**src/rtl/gcd_pkg.sv**
```systemverilog
// gcd_pkg: shared FSM encoding and operand width for gcd_arb
package gcd_pkg;
  localparam int OPW = 8;
  typedef enum logic [1:0] {IDLE, LOAD, BUSY, RESP} state_t;
endpackage

```
**src/rtl/gcd_arb_if.sv**
```systemverilog
// gcd_arb_if: request/response bundle between requesters and the gcd arbiter
interface gcd_arb_if import gcd_pkg::*; #(
  parameter int NREQ = 4,
  parameter int IDW = $clog2(NREQ)
) ();
  logic [NREQ-1:0] req_valid;
  logic [NREQ-1:0] req_ready;
  logic [OPW*NREQ-1:0] req_a;
  logic [OPW*NREQ-1:0] req_b;
  logic rsp_valid;
  logic rsp_ready;
  logic [OPW-1:0] rsp_q;
  logic [IDW-1:0] rsp_id;
  modport master (
    output req_valid, req_a, req_b, rsp_ready,
    input req_ready, rsp_valid, rsp_q, rsp_id
  );
  modport slave (
    input req_valid, req_a, req_b, rsp_ready,
    output req_ready, rsp_valid, rsp_q, rsp_id
  );
endinterface

```
**src/rtl/gcd_arb_gcd.sv**
```systemverilog
// gcd_engine: subtractive gcd core; rdy flags the cycle q holds the result
module gcd_engine import gcd_pkg::*; (
  input logic clk,
  input logic rst,
  input logic ld,
  input logic [OPW-1:0] a,
  input logic [OPW-1:0] b,
  output logic [OPW-1:0] q,
  output logic rdy
);
  logic [OPW-1:0] x, y;
  logic run;
  assign q = x;
  assign rdy = run && x == y;
  always_ff @(posedge clk or posedge rst)
    if (rst) begin
      x <= '0;
      y <= '0;
      run <= 1'b0;
    end else if (ld) begin
      x <= a;
      y <= b;
      run <= 1'b1;
    end else if (run) begin
      run <= x != y;
      if (x > y) x <= x - y;
      else if (y > x) y <= y - x;
    end
endmodule

```
**src/rtl/gcd_arb.sv**
```systemverilog
// gcd_arb: round-robin arbiter sharing one gcd engine among NREQ requesters
module gcd_arb import gcd_pkg::*; #(
  parameter int NREQ = 4,
  parameter int IDW = $clog2(NREQ)
) (
  input logic clk,
  input logic reset,
  gcd_arb_if.slave bus
);
  state_t state, state_nx;
  logic [IDW-1:0] last, gnt_id, id, j;
  logic [OPW-1:0] a, b, sel_a, sel_b, q, rsp_q;
  logic [NREQ-1:0] gnt;
  logic gnt_any, zero, ld, rdy, rsp_valid;
  // first valid requester after the last grant wins
  always_comb begin
    gnt_any = 1'b0;
    gnt_id = '0;
    j = '0;
    for (int k = 1; k <= NREQ; k++) begin
      j = IDW'((int'(last) + k) % NREQ);
      if (!gnt_any && bus.req_valid[j]) begin
        gnt_any = 1'b1;
        gnt_id = j;
      end
    end
  end
  always_comb begin
    sel_a = '0;
    sel_b = '0;
    gnt = '0;
    for (int i = 0; i < NREQ; i++)
      if (gnt_id == IDW'(i)) begin
        sel_a = bus.req_a[OPW*i +: OPW];
        sel_b = bus.req_b[OPW*i +: OPW];
        gnt[i] = gnt_any;
      end
  end
  assign zero = sel_a == '0 || sel_b == '0;
  always_comb begin
    ld = state == LOAD;
    state_nx = state == IDLE ? (gnt_any ? (zero ? RESP : LOAD) : IDLE)
             : state == LOAD ? BUSY
             : state == BUSY ? (rdy ? RESP : BUSY)
             : (rsp_valid && bus.rsp_ready ? IDLE : RESP);
  end
  // zero operands skip the engine: gcd(x,0) = x|0
  always_ff @(posedge clk or negedge reset)
    if (!reset) begin
      state <= IDLE;
      last <= IDW'(NREQ - 1);
      id <= '0;
      a <= '0;
      b <= '0;
      rsp_q <= '0;
      rsp_valid <= 1'b0;
    end else begin
      state <= state_nx;
      rsp_valid <= state_nx == RESP;
      if (state == IDLE && gnt_any) begin
        last <= gnt_id;
        id <= gnt_id;
        a <= sel_a;
        b <= sel_b;
        rsp_q <= sel_a | sel_b;
      end
      if (state == BUSY && rdy) rsp_q <= q;
    end
  assign bus.req_ready = reset && state == IDLE ? gnt : '0;
  assign bus.rsp_valid = rsp_valid;
  assign bus.rsp_q = rsp_q;
  assign bus.rsp_id = id;
  gcd_engine u_gcd (
    .clk(clk),
    .rst(~reset),
    .ld(ld),
    .a(a),
    .b(b),
    .q(q),
    .rdy(rdy)
  );
endmodule

```
**src/flat_wrapper.sv**
```systemverilog
// flat-port wrapper written by rule: the top's interface ports become plain ports
module gcd_arb_flat import gcd_pkg::*;
#(
  parameter int NREQ = 4,
  parameter int IDW = $clog2(NREQ)
)
  (clk, reset, bus_req_valid, bus_req_a, bus_req_b, bus_rsp_ready, bus_req_ready, bus_rsp_valid, bus_rsp_q, bus_rsp_id);
  gcd_arb_if #(.NREQ(NREQ), .IDW(IDW)) bus_i ();
  input logic clk;
  input logic reset;
  input wire logic [$bits(bus_i.req_valid)-1:0] bus_req_valid;
  input wire logic [$bits(bus_i.req_a)-1:0] bus_req_a;
  input wire logic [$bits(bus_i.req_b)-1:0] bus_req_b;
  input wire logic [$bits(bus_i.rsp_ready)-1:0] bus_rsp_ready;
  output wire logic [$bits(bus_i.req_ready)-1:0] bus_req_ready;
  output wire logic [$bits(bus_i.rsp_valid)-1:0] bus_rsp_valid;
  output wire logic [$bits(bus_i.rsp_q)-1:0] bus_rsp_q;
  output wire logic [$bits(bus_i.rsp_id)-1:0] bus_rsp_id;
  assign bus_i.req_valid = bus_req_valid;
  assign bus_i.req_a = bus_req_a;
  assign bus_i.req_b = bus_req_b;
  assign bus_i.rsp_ready = bus_rsp_ready;
  assign bus_req_ready = bus_i.req_ready;
  assign bus_rsp_valid = bus_i.rsp_valid;
  assign bus_rsp_q = bus_i.rsp_q;
  assign bus_rsp_id = bus_i.rsp_id;
  gcd_arb #(.NREQ(NREQ), .IDW(IDW)) u_core (.clk(clk), .reset(reset), .bus(bus_i));
endmodule
```
**config.mk**
```make
export PLATFORM = sky130hd
export DESIGN_NAME = gcd_arb_flat
export DESIGN_NICKNAME = d
export VERILOG_FILES = /design/src/rtl/gcd_pkg.sv /design/src/rtl/gcd_arb_if.sv /design/src/rtl/gcd_arb_gcd.sv /design/src/rtl/gcd_arb.sv /design/src/flat_wrapper.sv
export SDC_FILE = /design/constraint.sdc
export NUM_CORES = 1
export LEC_CHECK = 0
export ABC_AREA = 0
export BUFFER_PORTS_ARGS = -buffer_cell sky130_fd_sc_hd__clkbuf_2
export CAP_MARGIN = 25
export CORE_ASPECT_RATIO = 0.5
export CORE_MARGIN = 5
export CORE_UTILIZATION = 40
export DETAILED_ROUTE_END_ITERATION = 6
export HOLD_SLACK_MARGIN = 0.1
export PLACE_DENSITY_LB_ADDON = 0.15
export SYNTH_ARGS = -nofsm -noshare
export SYNTH_HDL_FRONTEND = slang
export SYNTH_SLANG_ARGS = --single-unit
```
**constraint.sdc**
```tcl
create_clock -name clk -period 4.02 [get_ports clk]
set_input_delay 0.402 -clock clk [delete_from_list [all_inputs] [get_ports clk]]
set_output_delay 0.402 -clock clk [all_outputs]
set_load 0.05 [all_outputs]
```
==> flow_summary.toml, run 1 <==
[power_and_ir_drop]
power_uw = 4060
power.density_nw_per_um2 = 920
irDropWorstVdd_mv = 0.445
leakage_uw = 0.00213

[logic_synthesis]
yosysWarnings = 0
synth_seq_area_share_pct = 31.8
avgSynthCellArea_um2 = 7.86
synthesis.nets = 571
synth.top_cell.area_share_pct = 30.4
synth_area_leaders = "dfrtp_1 30%, nand2_1 7.6%, a311oi_1 7.4%, inv_1 5.5%, ha_1 5.3%"
synthCells = 482
synth_top_area_cell = "dfrtp_1"
ys_types = 48
synth-edff-count = 0
ys.flop_type = "dfrtp_1"
syn_area_um2 = 3790
ys_async_sr_fraction_pct = 100
synth_seq_cells = 48

[clock_network]
clockRootBuffer = "clkbuf_16"
cts_buffer_depth = 2
cts_tree = "done"
cts_made_buffers = 5
path_clk_slew_ns = 0.07
post-cts-setup-buffers = 0
ctsResizeCount = 0
clock_latency_ns = 0.29
cts.sinks = 48
h-tree-depth = 2
holdBufCountCts = 0

[finish]
nets = 635
final_cell_mix = "85 x clkbuf_2, 77 x nand2_1, 55 x inv_1"
final_common_cell = "clkbuf_2"
drive_above_1_share_pct = 20.3
antennaDiodeCount = 0
area_delta_synth_final_pct = 16.6

[worst_hold_path]
hold_class = "input pin to asynchronous set/reset pin"

[route]
wl_per_cell_um = 16.8
vias = 3726
ant_nets = 0
drt_wl_total_mm = 11.2
remaining_drc_errors = 0
routed_via_density = 5.58
firstDrtPassIters = 5
dr.first_iter.drc_count = 227

[worst_setup_path]
reg2reg_to = "u_core.bus.rsp_valid"
cp-end-kind = "output port"
cp_data_arrival_time_ns = 2.87
rrSetupSlack_ns = 0.82
crit_type = "register to output port"
worstPathRequired_ns = 3.62
setup.worst_path.start_class = "register"
rr_worst_depth = 8
r2r-start = "u_core.last[1]"
cp_max_fo = 36

[timing]
setup_viol = 0
tightest_slew_ns = 1.09
grt_setup_unrepaired = "false"
whs_ns = 0.238
skew_ns = 0.00681
maxSlewViolCount = 0
fin_crit_sh_pct = 81.3
layout_min_cycle_time_ns = 3.27
hold_viol_final = 0
max_freq_ghz = 0.306
maxSlewHeadroom_pct = 27.7
finalSetupTns_ns = 0

[die]
design.core.area_um2 = 9320
die_area_um2 = 11600
die_w_um = 148
io_pins = 86
rows = 25
initial_utilization_pct = 40.6
fp.dieH_um = 78.8

[flow_run]
cap_violations = 0

[placed_design]
gp_congestion = 0.865
io_buffers = 85
place_hpwl_mm = 8.69

[grt]
grt_usage_pct = 19.2
grt_max_degree = 50
antenna_found_initial = 0
grt_overflow = 0
grt_pass1_vias = 3528
grt_pass1_wl_mm = 18.1

[run_status]
status = "finished, final reports clean"
through the flow:
stage / area (µm²) / utilization, % / setup slack (ns) / instances
floorplan: 3790 / - / 1.34 / 482
global placement: 4260 / 45.7 / 0.970 / 659
detailed placement: 4260 / 45.7 / 0.896 / 659
CTS: 4410 / 47.3 / 0.781 / 667
global route: 4420 / 47.4 / 0.574 / 668
finish: 4420 / 47.4 / 0.753 / 668
cell type report:
cell class,instances,area [µm²]
Inverter,55,206
Fill cell,940,4910
Tap cell,121,151
Clock buffer,8,146
Sequential cell,48,1200
Timing Repair Buffer,95,500
Multi-Input combinational cell,341,2210
worst max path at each step:
stage	start	to	slack (ns)
after floorplan	u_core.last[1]	bus_req_ready[2]	1.34
after global placement	u_core.last[1]	u_core.bus.rsp_valid	0.97
after detailed placement	u_core.last[1]	u_core.bus.rsp_valid	0.90
after CTS	u_core.last[1]	bus_req_ready[0]	0.78
after global routing	u_core.last[0]	bus_req_ready[0]	0.57
final	u_core.last[1]	bus_req_ready[0]	0.75
kinds of logic (layout without fill, tap and decap cells):
kind of cell	after synthesis	in the layout	share of synthesized area [%]
AOI/OAI and AO/OA	166	166	31.9
xor gates and xnor gates	2	2	0.463
adders and majority gates	18	18	6.34
buffers and inverters	93	158	10.1
DFF	48	48	31.8
muxes	7	7	1.95
and+or+nand+nor	148	148	17.4
flip-flops by register name (all words and copies together), names as in the netlist:
signal                flops
u_core.a                  8
u_core.b                  8
u_core.bus.rsp_q          8
u_core.u_gcd.q            8
u_core.u_gcd.y            8
u_core.bus.rsp_id         2
u_core.last               2
u_core.state              2
u_core.bus.rsp_valid      1
u_core.u_gcd.run          1
report_power, final:
part           internal, µW  leakage [µW]  switching (µW)
clock network           248     0.0000712             175
registers               754      0.000568             213
logic                  1020       0.00150            1660
total                  2020       0.00213            2040
layer usage:
layer | vias to the layer above | wire, µm | global-route usage (%)
met5 | - | 0 | 0
met4 | 0 | 66 | 3.07
met3 | 8 | 600 | 3.19
met2 | 114 | 4760 | 29.0
met1 | 1723 | 5770 | 29.0
li1 | 1881 | - | -
cells in the mapped netlist, types with 7 or more instances:
| cell type | number |
|---|---|
| a221oi_1 | 17 |
| a2111oi_0 | 10 |
| nor2_1 | 32 |
| nor2b_1 | 11 |
| o21ai_1 | 14 |
| o21a_1 | 9 |
| o21ai_0 | 21 |
| a21o_1 | 7 |
| ha_1 | 16 |
| nand2_1 | 77 |
| o22ai_1 | 8 |
| a21oi_1 | 15 |
| clkbuf_1 | 27 |
| a311oi_1 | 32 |
| inv_1 | 55 |
| dfrtp_1 | 46 |
critical path: stages, from the launching register on:
cell and delay, ns:
dfstp_2 0.59, a21o_1 0.13, buf_4 0.30, a31o_1 0.93
nand3_1 0.21, nor2_1 0.13, clkbuf_2 0.28
Power figures use the tool's default switching activity.
==> run 2: changes to the inputs <==
- clock period: 4.02 -> 3.2 ns (I/O delays scaled with it)
==> run 2 against run 1 <==
  * Non-clock buffer count increased by 7
  * Sequential power increased by 26%
  * Final area increased by 1.7%
  * Global-route usage increased by 0.93 points
  * Worst setup slack got worse by 0.53 ns
  * Sequential cell count unchanged
  * Clock power increased by 20%
  * Critical path depth increased by 2
==> flow_summary.toml, run 2 (synthesis results as in run 1) <==
[run_status]
status = "finished, final reports clean"

[die]
die_w_um = 148
fp.dieH_um = 78.8
design.core.area_um2 = 9320
die_area_um2 = 11600
initial_utilization_pct = 40.6
io_pins = 86
rows = 25

[timing]
tightest_slew_ns = 0.871
maxSlewHeadroom_pct = 41.4
maxSlewViolCount = 0
skew_ns = 0.00593
finalSetupTns_ns = 0
setup_viol = 0
max_freq_ghz = 0.336
layout_min_cycle_time_ns = 2.98
hold_viol_final = 0
grt_setup_unrepaired = "false"
fin_crit_sh_pct = 93.1

[power_and_ir_drop]
power.density_nw_per_um2 = 1150
intPower_uw = 2540
switchingPower_uw = 2600
power_uw = 5140
pwr-share-clk_pct = 9.9
pwr-share-comb_pct = 66.3
power_frac_seq_pct = 23.8
switching_share_pct = 50.5
irDropWorstVdd_mv = 0.395
leakage_uw = 0.00217

[placed_design]
io_buffers = 85
place_hpwl_mm = 9.02
gp_congestion = 0.891

[clock_network]
clock_latency_ns = 0.29
path_clk_slew_ns = 0.07
clockRootBuffer = "clkbuf_16"
cts_tree = "done"
cts_made_buffers = 5
cts.sinks = 48
cts_buffer_depth = 2
post-cts-setup-buffers = 0
ctsResizeCount = 0
h-tree-depth = 2
holdBufCountCts = 0

[grt]
grt_pass1_vias = 3685
grt_pass1_wl_mm = 18.9
grt_overflow = 0
grt_max_degree = 49
grt_usage_pct = 20.1
antenna_found_initial = 0

[finish]
drive_above_1_share_pct = 21.3
final_common_cell = "clkbuf_2"
final_cell_mix = "83 x clkbuf_2, 77 x nand2_1, 55 x inv_1"
utilization_pct = 48.2
nets = 642
area_delta_synth_final_pct = 18.6
antennaDiodeCount = 0

[route]
routed_via_density = 5.72
firstDrtPassIters = 5
remaining_drc_errors = 0
vias = 3858
dr.first_iter.drc_count = 209
wl_per_cell_um = 17.4
ant_nets = 0
drt_wl_total_mm = 11.7

[worst_setup_path]
worstPathRequired_ns = 3.37
crit_type = "register to register"
cp-end-kind = "register"
cp_max_fo = 8
setup.worst_path.start_class = "register"
rrSetupSlack_ns = 0.22
cp_data_arrival_time_ns = 3.15

[flow_run]
cap_violations = 0

[worst_hold_path]
hold_class = "input pin to asynchronous set/reset pin"
[run 2: cell count changes in the layout (fill, tap and decap cells not counted), sizes merged]
cell and delta:
buf +9, clkbuf -3, clkinv +1
[run 2: area by class of cell]
class	count	area [µm²]
well taps	121	151
fillers	974	4830
clock buffers	7	133
repair buffers	102	583
multi-input cells	341	2210
flip-flops and latches	48	1200
clock inverters	1	5.00
inverters	55	206
[run 2: critical path: stages (launching register included)]
cell and delay [ns]:
dfrtp_1 0.43, ha_1 0.37, nor2b_1 0.17, o21ai_0 0.29, a21oi_1 0.12, o31ai_1 0.72
or2_1 0.39, o21ai_1 0.10, mux2_2 0.27
[run 2: path summary, 6_finish.rpt]
kind | endpoint | startpoint | depth (start not counted)
setup / recovery | u_core.u_gcd.y[1] | u_core.u_gcd.q[2] | 8
hold reg to reg | u_core.a[4] | u_core.a[4] | 2
setup reg to reg | u_core.u_gcd.y[1] | u_core.u_gcd.q[2] | 8
hold / removal | u_core.bus.rsp_id[1] | reset | 2
min in group clk | u_core.bus.rsp_valid | bus_rsp_ready | 4
max in group asynchronous | u_core.a[3] | reset | 2
[run 2: per-layer routing]
layer  track usage, %  share of wire [%]
met4             4.93                1.4
met1             29.8                 49
met2             30.3                 43
met5                0                  0
met3             3.42                7.0
[run 2: metrics by stage]
step,worst slack [ns],instance area (µm²),hold slack (ns),cells
global route,0.0363,4490,0.236,675
floorplan,0.600,3790,0.0244,482
finish,0.221,4490,0.161,675
global placement,0.332,4350,0.462,667
detailed placement,0.264,4350,0.466,667
CTS,0.256,4490,0.201,675
[run 2: power groups by stage]
stage                     Clock [µW]  Combinational, µW  Sequential, µW
final                            509               3410            1220
after global routing             555               3790            1260
after CTS                        522               3400            1220
after detailed placement           0               3390            1230
after global placement             0               3340            1220
after floorplan                    0               2420            1350
